File: config.mk
export PLATFORM = sky130hd
export DESIGN_NAME = alu_sched
export DESIGN_NICKNAME = d
export VERILOG_FILES = /design/src/rtl/alu_sched_pkg.sv /design/src/rtl/alu_sched_fifo.sv /design/src/rtl/alu_sched.sv
export SDC_FILE = /design/constraint.sdc
export NUM_CORES = 1
export LEC_CHECK = 0
export CAP_MARGIN = 25
export CELL_PAD_IN_SITES_DETAIL_PLACEMENT = 2
export CELL_PAD_IN_SITES_GLOBAL_PLACEMENT = 2
export CORE_MARGIN = 3
export CORE_UTILIZATION = 32
export CTS_CLUSTER_DIAMETER = 30
export DETAILED_ROUTE_END_ITERATION = 10
export PLACE_DENSITY = 0.86
export SYNTH_ARGS = -nofsm -noshare
export SYNTH_HDL_FRONTEND = slang
export SYNTH_HIERARCHICAL = 1
export SYNTH_SLANG_ARGS = --single-unit
File: constraint.sdc
create_clock -name clk -period 2.9 [get_ports clk]
set_clock_uncertainty 0.15 [all_clocks]
set_input_delay 0.58 -clock clk [delete_from_list [all_inputs] [get_ports clk]]
set_output_delay 0.58 -clock clk [all_outputs]
set_load 0.1 [all_outputs]
File: src/rtl/alu_sched_pkg.sv
// Shared constants and FIFO entry type for the add/mult request scheduler.
package alu_sched_pkg;

  localparam logic OP_ADD = 1'b0;
  localparam logic OP_MUL = 1'b1;

  localparam int ALU_W   = 32;
  localparam int ALU_IDW = 1;

  typedef struct packed {
    logic [ALU_IDW-1:0] id;
    logic [ALU_W-1:0]   data;
  } entry_t;

endpackage

File: src/rtl/alu_sched_fifo.sv
// Show-ahead synchronous result FIFO with full/empty flags.
module alu_sched_fifo
  import alu_sched_pkg::*;
#(
  parameter int  DEPTH = 4,
  parameter type T     = entry_t
) (
  input  logic clk,
  input  logic rstn,
  input  logic push,
  input  T     wdata,
  input  logic pop,
  output T     rdata,
  output logic full,
  output logic empty
);

  localparam int AW = (DEPTH > 1) ? $clog2(DEPTH) : 1;
  localparam int CW = $clog2(DEPTH + 1);

  T mem [DEPTH];
  logic [AW-1:0] wp;
  logic [AW-1:0] rp;
  logic [CW-1:0] cnt;
  logic do_pop;

  assign empty  = (cnt == '0);
  assign full   = (cnt == CW'(DEPTH));
  assign do_pop = pop && !empty;
  assign rdata  = mem[rp];

  always_ff @(posedge clk or negedge rstn) begin
    if (!rstn) begin
      wp  <= '0;
      rp  <= '0;
      cnt <= '0;
      for (int i = 0; i < DEPTH; i++) begin
        mem[i] <= '0;
      end
    end else begin
      if (push) begin
        mem[wp] <= wdata;
        wp <= (wp == AW'(DEPTH - 1)) ? '0 : wp + 1'b1;
      end
      if (do_pop) begin
        rp <= (rp == AW'(DEPTH - 1)) ? '0 : rp + 1'b1;
      end
      cnt <= cnt + CW'(push) - CW'(do_pop);
    end
  end

endmodule

File: src/rtl/alu_sched.sv
// Credit-based scheduler sharing one add/mult datapath among NREQ requesters.
// Define ALU_SCHED_RR_EN for round-robin arbitration; default is fixed priority.
module alu_sched
  import alu_sched_pkg::*;
#(
  parameter int NREQ  = 2,
  parameter int W     = ALU_W,
  parameter int LAT   = 2,
  parameter int DEPTH = 4
) (
  input  logic                     clk,
  input  logic                     rstn,
  input  logic [NREQ-1:0]          req_valid,
  output logic [NREQ-1:0]          req_ready,
  input  logic [NREQ-1:0]          req_op,
  input  logic [NREQ*W-1:0]        req_a,
  input  logic [NREQ*W-1:0]        req_b,
  output logic                     dp_valid,
  output logic                     dp_op,
  output logic [W-1:0]             dp_a,
  output logic [W-1:0]             dp_b,
  input  logic [W-1:0]             dp_result,
  output logic                     rsp_valid,
  input  logic                     rsp_ready,
  output logic [$clog2(NREQ)-1:0]  rsp_id,
  output logic [W-1:0]             rsp_data
);

  localparam int IW = $clog2(NREQ);
  localparam int CW = $clog2(DEPTH + 1);

  typedef struct packed {
    logic [IW-1:0] id;
    logic [W-1:0]  data;
  } ent_t;

  logic [CW-1:0] cred;
  logic          issue_ok;
  logic          hs;
  logic          pop;
  logic          gnt_any;
  logic [IW-1:0] gnt;
  logic [IW-1:0] idx;

`ifdef ALU_SCHED_RR_EN
  logic [IW-1:0] ptr;
  logic [IW:0]   sum;

  always_comb begin
    gnt     = '0;
    gnt_any = 1'b0;
    idx     = '0;
    sum     = '0;
    for (int j = 0; j < NREQ; j++) begin
      sum = {1'b0, ptr} + (IW+1)'(j);
      if (sum >= (IW+1)'(NREQ)) begin
        sum = sum - (IW+1)'(NREQ);
      end
      idx = sum[IW-1:0];
      if (!gnt_any && req_valid[idx]) begin
        gnt     = idx;
        gnt_any = 1'b1;
      end
    end
  end

  always_ff @(posedge clk or negedge rstn) begin
    if (!rstn) begin
      ptr <= '0;
    end else if (hs) begin
      ptr <= (gnt == IW'(NREQ - 1)) ? '0 : gnt + 1'b1;
    end
  end
`else
  always_comb begin
    gnt     = '0;
    gnt_any = 1'b0;
    idx     = '0;
    for (int j = 0; j < NREQ; j++) begin
      idx = IW'(j);
      if (!gnt_any && req_valid[idx]) begin
        gnt     = idx;
        gnt_any = 1'b1;
      end
    end
  end
`endif

  // A pop in the same cycle cannot unblock issue: only registered credit counts.
  assign issue_ok  = (cred != '0);
  assign req_ready = (rstn && issue_ok && gnt_any) ? (NREQ'(1) << gnt) : '0;
  assign hs        = |(req_valid & req_ready);

  always_ff @(posedge clk or negedge rstn) begin
    if (!rstn) begin
      dp_valid <= 1'b0;
      dp_op    <= 1'b0;
      dp_a     <= '0;
      dp_b     <= '0;
    end else begin
      dp_valid <= hs;
      if (hs) begin
        dp_op <= req_op[gnt];
        dp_a  <= req_a[int'(gnt)*W +: W];
        dp_b  <= req_b[int'(gnt)*W +: W];
      end
    end
  end

  logic [LAT:0]  tv;
  logic [IW-1:0] tid [LAT+1];

  always_ff @(posedge clk or negedge rstn) begin
    if (!rstn) begin
      tv <= '0;
      for (int i = 0; i <= LAT; i++) begin
        tid[i] <= '0;
      end
    end else begin
      tv     <= {tv[LAT-1:0], hs};
      tid[0] <= gnt;
      for (int i = 1; i <= LAT; i++) begin
        tid[i] <= tid[i-1];
      end
    end
  end

  logic push;
  logic full;
  logic empty;
  ent_t wdata;
  ent_t head;

  assign push  = tv[LAT];
  assign wdata = '{id: tid[LAT], data: dp_result};
  assign pop   = rsp_valid && rsp_ready;

  always_ff @(posedge clk or negedge rstn) begin
    if (!rstn) begin
      cred <= CW'(DEPTH);
    end else begin
      cred <= cred - CW'(hs) + CW'(pop);
    end
  end

  alu_sched_fifo #(
    .DEPTH (DEPTH),
    .T     (ent_t)
  ) u_fifo (
    .clk   (clk),
    .rstn  (rstn),
    .push  (push),
    .wdata (wdata),
    .pop   (pop),
    .rdata (head),
    .full  (full),
    .empty (empty)
  );

  assign rsp_valid = !empty;
  assign rsp_id    = head.id;
  assign rsp_data  = head.data;

  no_overflow: assert property (@(posedge clk) disable iff (!rstn)
    !(push && full));

endmodule

======== Word level (Yosys, flattened, before mapping) ========
Index checks and enable logic that the tools add are counted.
storage, ports and cells
  bits in registers ....................... 214
  bits of input ports ..................... 167
  output and inout port bits .............. 102
  word-level logic and storage cells ...... 63
operators by class
  $add $sub $neg .......................... 6
  order comparisons ....................... 4
  eq/ne operators ......................... 2
  shift operators ......................... 3
  mux-type cells .......................... 14
  bitwise logic cells ..................... 3
  reduce and logical (&&, ||, !) cells .... 11
operator list
  cell                   number
  $bwmux W132            1
  $shiftx A64 B7 Y32     2
  $mux W33               3
  $bmux W33 S2           1
  $demux W33 S2          1
  $add A3 B1 Y3          2
  $ge A3 B3 Y1 const B   2
  $logic_and A1 B1 Y1    6
  $mux W2                3
  $not A2 Y3             2
  $sub A3 B1 Y3          2
  $mux W1                5
  $add A2 B1 Y2 const B  2
  $eq A2 B2 Y1 const B   2
  $logic_not A3 Y1       1
  $lt A3 B1 Y1 const B   1
  $reduce_bool A3 Y1     1
  $and A2 B2 Y2          1
  $logic_not A1 Y1       2
  $lt A1 B2 Y1 const B   1
  $reduce_or A2 Y1       1
  $shl A1 B1 Y2 const A  1

======== Logic depth before layout (Yosys ltp) ========
Gate-level depths: netlist of the first run.
  depth in word-level cells ............... 10
  depth in mapped cells ................... 13
  gate-level depth less buffers ........... 13

======== Hierarchy ========
Netlist of the first run, hierarchy kept.
by module, submodules not included
  module          times used  cells an instance  area an instance (sq um)
  alu_sched_fifo  1           356                6,206.0
  alu_sched       1           317                3,483.3

======== Least setup slack after synthesis of the first run ========
OpenSTA, ideal clock, no wires.
  path kind ............................... input to output
  from .................................... in req_valid[1]
  to ...................................... out req_ready[0]
  data arrival time ....................... 2.421 ns
  setup slack ............................. -0.251 ns
  cell stages on the path ................. 5
  path buffers ............................ 2
  path through ............................ o21ai_1 or2_4 buf_6 buf_6 nor2_1
on the way
  longest elaborated chain between the ends .. 4
  elaborated cells on any way between the ends .. 6
  classes of those cells .................. shift: 1; mux: 3; reduce/logical: 2
ends and longest elaborated chain
  item                                                         RTL line         text
  start, declared                                              alu_sched.sv:13  input logic [NREQ-1:0] req_valid,
  $logic_and A1 B1 Y1 (*)                                      alu_sched.sv:81  if (!gnt_any && req_valid[idx]) begin
  $mux W1                                                      alu_sched.sv:81
  $shl A1 B1 Y2 / $logic_and A1 B1 Y1 (equally long branches)  alu_sched.sv:91  assign req_ready = (rstn && issue_ok && gnt_any) ? (NREQ'(1) << gnt) : '0;
  $mux W2 (*)                                                  alu_sched.sv:91
  end, declared                                                alu_sched.sv:14  output logic [NREQ-1:0] req_ready,
Every way passes the cells marked *; elsewhere a longest branch is shown, timed or not.

======== Worst setup path after layout of the first run ========
  from .................................... reg u_fifo.rp[0]
  to ...................................... out rsp_data[29]
on the way
  longest elaborated chain between the ends .. 4
ends and longest elaborated chain
  item                                          RTL line              text
  start, declared                               alu_sched_fifo.sv:23  logic [AW-1:0] rp;
  start signal, assigned                        alu_sched_fifo.sv:46  rp <= (rp == AW'(DEPTH - 1)) ? '0 : rp + 1'b1;
  $not A2 Y3 (implied by the code)              alu_sched_fifo.sv:30  assign rdata = mem[rp];
  $bmux W33 S2                                  alu_sched_fifo.sv:30
  $mux W33 (implied by the code) (2 in series)  alu_sched_fifo.sv:30
  end, declared                                 alu_sched.sv:26       output logic [W-1:0] rsp_data
Every way passes these cells. The select of a mux whose other input is x is not followed.

==> flow_summary.yaml, run 1 <==
clock_network:
  clockBufferDepth: 3
  cts_tree: "done"
  clk_pin_slew_ns: 0.05
  cts_sinks: 213
  cts-htree-levels: 2
  cts_hold_buf: 0
  insertion_delay_ns: 0.55
  cts_root_buf: "clkbuf_16"
  cts_made_buffers: 58
drt:
  num_vias: 7137
  wirelength_um: 35000
  drtAntennaViolNets: 0
  drc: 0
  vias_per_cell: 5.06
  drt_first_pass_iters: 4
  wire_per_inst_um: 24.8
  drt_iter0_drc: 192
critical_path:
  critPathLaunchType: "flip-flop"
  r2r-end: "u_fifo/cnt[2]"
  crit_type: "flip-flop to primary output"
  required_ns: 2.17
  cpPeakStageDelay_ns: 0.60
  r2r_slack_ns: 0.33
  crit_buf_inv: 2
  crit_chain: "buf_4, mux4_2, buf_12"
  worstPathArrival_ns: 2.11
  cp_top_family: "multiplexers"
  reg2reg_from: "u_fifo/cnt[1]"
  reg2regPathDepth: 13
  end_kind: "primary output"
  slowest_stage: "mux4_2"
  crit_fanout: 8
floorplan:
  die_h_um: 180
  io_pins: 269
  die_area_mm2: 0.0324
  core_mm2: 0.0297
  die_x_um: 180
  row_count: 63
  start_util_pct: 32.6
finish:
  final_nets: 1150
  layout_common_cells: "dfrtp_1 (211), clkdlybuf4s50_1 (165), mux2_2 (134)"
  syn2layout_area_growth_pct: 54.5
  final_common_cell: "dfrtp_1"
  postLayoutCellArea_mm2: 0.0150
  drive_gt1_share_pct: 39.1
  fin_util_pct: 50.3
  register_area_mm2: 0.00534
  fillCellCount: 2733
  multi_input_area_mm2: 0.00389
sta:
  fin_crit_sh_pct: 97.9
  clock.fmax_ghz: 0.352
  period_needed_ns: 2.84
  setup_slack_ns: 0.0599
  maxSlewViolCount: 0
  worstMarginPinSlew_ns: 0.876
  maxSlewHeadroom_pct: 41.6
  fin_tns_setup_ns: 0
  hold_violations: 0
  rsz0062_at_grt: "false"
  finalSetupViolations: 0
synth:
  syn_avg_cell_area_um2: 14.4
  syn-cell-area_mm2: 0.00968
  synth_nets: 850
  yosysWarnings: 6
  syn_inst: 672
run_status:
  status: "complete, no violations"
global_routing:
  grtUsageMet3_pct: 6.56
  grt_pass1_wl_um: 53500
  grt_pass1_vias: 8580
  antenna_found_initial: 2
  grt_use_met1_pct: 23.3
  busiest_layer: "met2"
  grt_max_degree: 158
  grt_usage_pct: 21.3
  globalRouteOverflowTotal: 0
  grt_use_met2_pct: 39.4
placed_design:
  place.gp.congestion: 0.713
  dp_hpwl_um: 21000
  post_dp_cell_area_mm2: 0.0129
  preCtsSetupSlack_ns: -0.0386
  port_buffers: 268
hold_path:
  min_path_type: "primary input to asynchronous set/reset pin"
job:
  maxCapViolCount: 0
timing repair:
action / CTS / global route
setup buffers: 2 / 2
gates resized for setup: 1 / 0
endpoints found under the setup margin: 24 / 2
cell type report:
| type | instances | share of cell area [%] |
|---|---|---|
| timing repair buffer | 290 | 21.0 |
| antenna | 2 | 0.0335 |
| inverter | 14 | 0.351 |
| clock inverter | 37 | 3.28 |
| sequential | 213 | 35.7 |
| clock buffer | 70 | 10.3 |
| multi-input combinational | 395 | 26.0 |
| tap | 390 | 3.26 |
through the flow:
| stage | hold WS, ns | instances |
|---|---|---|
| 2_1_floorplan | 0.134 | 672 |
| 3_3_place_gp | 0.184 | 1298 |
| 3_5_place_dp | 0.193 | 1298 |
| 4_1_cts | 0.100 | 1407 |
| 5_1_grt | 0.138 | 1411 |
| 6_report | 0.0922 | 1411 |
sequential cells by signal, indices dropped and copies added, names as in the netlist, 2 cells and up:
| register | flops |
|---|---|
| u_fifo/mem | 132 |
| u_fifo/cnt | 3 |
| cred | 3 |
| tid | 3 |
| u_fifo/wp | 2 |
| dp_a | 32 |
| u_fifo/rp | 2 |
| dp_b | 32 |
| tv | 3 |
layer usage:
| layer | up-vias | routed length, um |
|---|---|---|
| li1 | 3098 | - |
| met1 | 3703 | 12900 |
| met2 | 268 | 18800 |
| met3 | 68 | 2350 |
| met4 | 0 | 896 |
| met5 | - | 0 |
worst register-to-register path, delay by kind of cell (launching register included):
| kind | cells | cell delay [ns] |
|---|---|---|
| AND/OR/NAND/NOR | 2 | 0.33 |
| AO/OA/AOI/OAI | 1 | 0.11 |
| flip-flops | 1 | 0.43 |
| buffers and inverters | 5 | 0.35 |
| XOR/XNOR | 2 | 0.33 |
| adder cells (fa/ha/maj) | 3 | 0.80 |
how the worst max path moves through the flow:
stage / start / to / cells after the start
finish: u_fifo/rp[0] / rsp_data[29] / 3
global placement: req_valid[1] / cred[2] / 11
detailed placement: req_valid[1] / cred[2] / 11
global route: req_valid[1] / req_ready[0] / 6
floorplan: req_valid[1] / req_ready[0] / 5
CTS: u_fifo/rp[0] / rsp_data[29] / 3
Power of run 1 is left out: the tool's default activity adds up to more than one toggle a clock period on the data nets, which glitch-free logic cannot reach.
==> inputs of run 2 (changes only) <==
- REMOVE_ABC_BUFFERS: unset -> 1
==> run 2 against run 1 <==
The flow now finishes with violations (negative hold slack). Register-to-register slack better by 0.02 ns. Via count is 1.3% lower. Utilization is 0.11 points lower. Maximum frequency is 0.71% higher. Final area is 0.21% lower. Critical endpoint is now rsp_data[4].
==> flow_summary.yaml, run 2 (synthesis results as in run 1) <==
floorplan:
  start_util_pct: 32.6
  core_mm2: 0.0297
  io_pins: 269
  row_count: 63
  die_h_um: 180
  die_area_mm2: 0.0324
  die_x_um: 180
critical_path:
  crit_fanout: 11
  reg2regPathDepth: 13
  end_kind: "primary output"
  r2r-end: "u_fifo/cnt[2]"
  r2r_slack_ns: 0.35
  reg2reg_from: "u_fifo/cnt[1]"
  crit_start: "u_fifo/rp[0]"
  crit_type: "flip-flop to primary output"
  critPathLaunchType: "flip-flop"
  worstPathArrival_ns: 2.09
  required_ns: 2.17
sta:
  clock.fmax_ghz: 0.355
  maxSlewHeadroom_pct: 34.0
  maxSlewViolCount: 0
  finalSetupViolations: 0
  rsz0062_at_grt: "false"
  hold-worst-slack_ns: -0.0433
  period_needed_ns: 2.82
  hold_violations: 10
  fin_crit_sh_pct: 97.2
  worstMarginPinSlew_ns: 0.990
finish:
  max_flop_register: "u_fifo/mem"
  register_area_mm2: 0.00534
  multi_input_area_mm2: 0.00389
  instances_no_fill: 1409
  syn2layout_area_growth_pct: 54.1
  largest_reg_flops: 132
  final_common_cell: "dfrtp_1"
  drive_gt1_share_pct: 38.6
  final_nets: 1146
  layout_common_cells: "dfrtp_1 (211), clkdlybuf4s50_1 (165), mux2_2 (134)"
  fillCellCount: 2710
  reg_top3: "u_fifo/mem: 132 flops, dp_a: 32 flops, dp_b: 32 flops"
clock_network:
  insertion_delay_ns: 0.55
  cts_made_buffers: 58
  cts_tree: "done"
  clk_pin_slew_ns: 0.06
  cts_hold_buf: 0
  clockBufferDepth: 3
  cts_sinks: 213
  cts_root_buf: "clkbuf_16"
  cts-htree-levels: 2
global_routing:
  antenna_found_initial: 2
  grt_pass1_wl_um: 54100
  grt_usage_pct: 21.4
  grt_max_degree: 149
  grt_pass1_vias: 8568
  globalRouteOverflowTotal: 0
drt:
  wirelength_um: 35100
  num_vias: 7047
  vias_per_cell: 5.00
  drt_first_pass_iters: 4
  drtAntennaViolNets: 0
  drc: 0
  wire_per_inst_um: 24.9
  drt_iter0_drc: 263
placed_design:
  dp_hpwl_um: 21300
  dp.cells: 1296
  port_buffers: 268
  place.gp.congestion: 0.730
job:
  maxCapViolCount: 0
run_status:
  status: "complete, but fails checks"
  violations: "negative hold slack"
hold_path:
  min_path_type: "primary input to asynchronous set/reset pin"
## run 2: timing repair
| action | in CTS | in global routing |
|---|---|---|
| setup buffers | 2 | 0 |
| setup endpoints to repair | 20 | 0 |
| gates resized for setup | 1 | 0 |
## run 2: how the worst max path moves through the flow
stage | cells past startpoint | slack [ns] | to
CTS | 3 | 0.03 | rsp_data[4]
finish | 3 | 0.08 | rsp_data[4]
detailed placement | 11 | -0.03 | cred[2]
global placement | 11 | 0.06 | cred[2]
floorplan | 3 | -2.24 | req_ready[0]
global route | 3 | 0.01 | rsp_data[4]
## run 2: through the flow
| step | setup TNS (ns) | instance area (um2) | hold slack, ns | util, % | worst slack [ns] |
|---|---|---|---|---|---|
| floorplan | -59.40 | 9250 | 0.134 | - | -2.24 |
| finish | 0 | 14900 | -0.0433 | 50.2 | 0.0799 |
| global placement | 0 | 12800 | 0.184 | 43.2 | 0.0642 |
| CTS | 0 | 14900 | 0.101 | 50.2 | 0.0341 |
| global route | 0 | 14900 | 0.0591 | 50.2 | 0.0110 |
| detailed placement | -0.0315 | 12800 | 0.192 | 43.2 | -0.0311 |
## run 2: final cells by class
| type | instances | share of cell area, % |
|---|---|---|
| diodes | 2 | 0.0335 |
| clock buffers | 75 | 10.6 |
| clock inverters | 34 | 3.19 |
| inverters | 14 | 0.352 |
| multi-input cells | 395 | 26.1 |
| flip-flops and latches | 213 | 35.7 |
| well taps | 390 | 3.27 |
| repair buffers | 286 | 20.7 |
## run 2: worst max-delay path, stage by stage, from the launching register on
cell     delay [ns]
dfrtp_4        0.48
buf_12         0.17
mux4_1         0.66
buf_12         0.22
## run 2: routing by layer
| metal | part of all wire, % | global-route usage (%) | wire length, um | up-vias |
|---|---|---|---|---|
| li1 | - | - | - | 3074 |
| met1 | 37 | 24.1 | 13100 | 3663 |
| met2 | 53 | 38.4 | 18500 | 262 |
| met3 | 8.2 | 7.73 | 2870 | 48 |
| met4 | 1.6 | 5.57 | 554 | 0 |
| met5 | 0 | 0 | 0 | - |
Power of run 2 is left out for the same reason.
==> inputs of run 3 (changes only) <==
- SETUP_SLACK_MARGIN: unset -> 0.15
==> run 3 against run 2 <==
The flow still finishes with violations (negative hold slack). Via count is 0.17% higher. First-iteration DRC count is 7.6% higher. Final area is 0.19% higher. Global-route usage hardly changed. Highest routed layer unchanged.
==> flow_summary.yaml, run 3 (synthesis results as in run 1) <==
critical_path:
  slowest_stage: "mux4_2"
  path_common_cell: "buf_12"
  reg2regPathDepth: 13
  r2r_slack_ns: 0.36
  reg2reg_from: "u_fifo/cnt[1]"
  setup.worst_path.end: "rsp_data[4]"
  crit_chain: "buf_12, mux4_2, buf_12"
  crit_buf_inv: 2
  r2r-end: "u_fifo/cnt[2]"
  worstPathArrival_ns: 2.04
  cpPeakStageDelay_ns: 0.57
  cp_top_family: "multiplexers"
  crit_start: "u_fifo/rp[0]"
  end_kind: "primary output"
  required_ns: 2.17
  cp_num_cells: 3
  crit_fanout: 11
  crit_type: "flip-flop to primary output"
  critPathLaunchType: "flip-flop"
sta:
  hold_violations: 11
  finalSetupViolations: 0
  worstMarginPinSlew_ns: 1.00
  rsz0062_at_grt: "true"
  hold-worst-slack_ns: -0.0505
  maxSlewHeadroom_pct: 33.2
  period_needed_ns: 2.77
  fin_tns_setup_ns: 0
  maxSlewViolCount: 0
  clock.fmax_ghz: 0.360
  fin_crit_sh_pct: 95.7
placed_design:
  post_dp_cell_area_mm2: 0.0128
  port_buffers: 268
  dp.cells: 1296
  dp_hpwl_um: 21300
  place.gp.congestion: 0.730
global_routing:
  antenna_found_initial: 2
  grt_pass1_vias: 8563
  grt_pass1_wl_um: 54200
  grt_usage_pct: 21.4
  grt_max_degree: 149
  globalRouteOverflowTotal: 0
finish:
  instances_no_fill: 1410
  layout_common_cells: "dfrtp_1 (211), clkdlybuf4s50_1 (165), mux2_2 (134)"
  postLayoutCellArea_mm2: 0.0150
  final_common_cell: "dfrtp_1"
  final_nets: 1147
  fillCellCount: 2702
  reg_top3: "u_fifo/mem: 132 flops, dp_a: 32 flops, dp_b: 32 flops"
  syn2layout_area_growth_pct: 54.4
  largest_reg_flops: 132
  max_flop_register: "u_fifo/mem"
  drive_gt1_share_pct: 39.4
drt:
  drtAntennaViolNets: 0
  wire_per_inst_um: 25.1
  num_vias: 7059
  drt_iter0_drc: 283
  vias_per_cell: 5.01
  drc: 0
  wirelength_um: 35300
  drt_first_pass_iters: 4
clock_network:
  cts_tree: "done"
  cts_root_buf: "clkbuf_16"
  insertion_delay_ns: 0.55
  clk_pin_slew_ns: 0.05
  cts_made_buffers: 58
  cts_sinks: 213
  clockBufferDepth: 3
  cts-htree-levels: 2
floorplan:
  die_x_um: 180
  row_count: 63
  core_mm2: 0.0297
  io_pins: 269
  die_area_mm2: 0.0324
  start_util_pct: 32.6
  die_h_um: 180
job:
  maxCapViolCount: 0
run_status:
  status: "complete, but fails checks"
  violations: "negative hold slack"
hold_path:
  min_path_type: "primary input to asynchronous set/reset pin"
-- run 3: cell count changes in the layout (fill, tap and decap cells not counted), sizes merged --
cell,delta
clkbuf,+1
-- run 3: layout make-up --
| class | instances | area (um2) | area share, % |
|---|---|---|---|
| Tap cell | 390 | 488 | 3.26 |
| Clock inverter | 34 | 475 | 3.18 |
| Antenna cell | 2 | 5.00 | 0.0335 |
| Timing Repair Buffer | 287 | 3120 | 20.9 |
| Multi-Input combinational cell | 395 | 3890 | 26.0 |
| Clock buffer | 75 | 1590 | 10.6 |
| Inverter | 14 | 52.6 | 0.351 |
| Sequential cell | 213 | 5340 | 35.7 |
-- run 3: how the worst min path moves through the flow --
stage | endpoint | slack (ns) | depth (start not counted)
6_report | dp_a[14] | -0.05 | 2
5_1_grt | dp_b[4] | 0.05 | 2
4_1_cts | u_fifo/mem[118] | 0.10 | 2
3_5_place_dp | tid[0] | 0.19 | 0
3_3_place_gp | tid[0] | 0.18 | 0
2_1_floorplan | cred[0] | 0.13 | 0
-- run 3: worst register-to-register path, stage by stage, from the launching register on --
cell and delay, ns:
dfrtp_1 0.45, nor3_2 0.17, inv_1 0.07, nand2_1 0.11, inv_1 0.06, o31ai_1 0.12, inv_1 0.10, ha_1 0.29
inv_1 0.07, ha_1 0.13, inv_1 0.05, fa_1 0.38, xnor2_1 0.15, xnor2_1 0.13
-- run 3: layer usage --
| layer | vias up | track usage (%) | routed length [um] |
|---|---|---|---|
| met5 | - | 0 | 0 |
| met4 | 0 | 5.57 | 551 |
| met3 | 47 | 7.73 | 2970 |
| met2 | 272 | 38.5 | 18700 |
| met1 | 3664 | 24.1 | 13100 |
| li1 | 3076 | - | - |
-- run 3: stage by stage --
step	hold slack, ns	util [%]	setup slack [ns]
finish	-0.0505	50.3	0.125
detailed placement	0.192	43.2	-0.0311
global placement	0.184	43.2	0.0642
floorplan	0.134	-	-2.24
global route	0.0479	50.3	0.0625
CTS	0.101	50.2	0.0785
-- run 3: what timing repair did --
action / CTS / global route
endpoints found under the setup margin: 31 / 33
cloned: 0 / 1
hold buffers: 0 / 0
resized for setup: 6 / 4
setup buffers: 2 / 0
Power of run 3 is left out for the same reason.
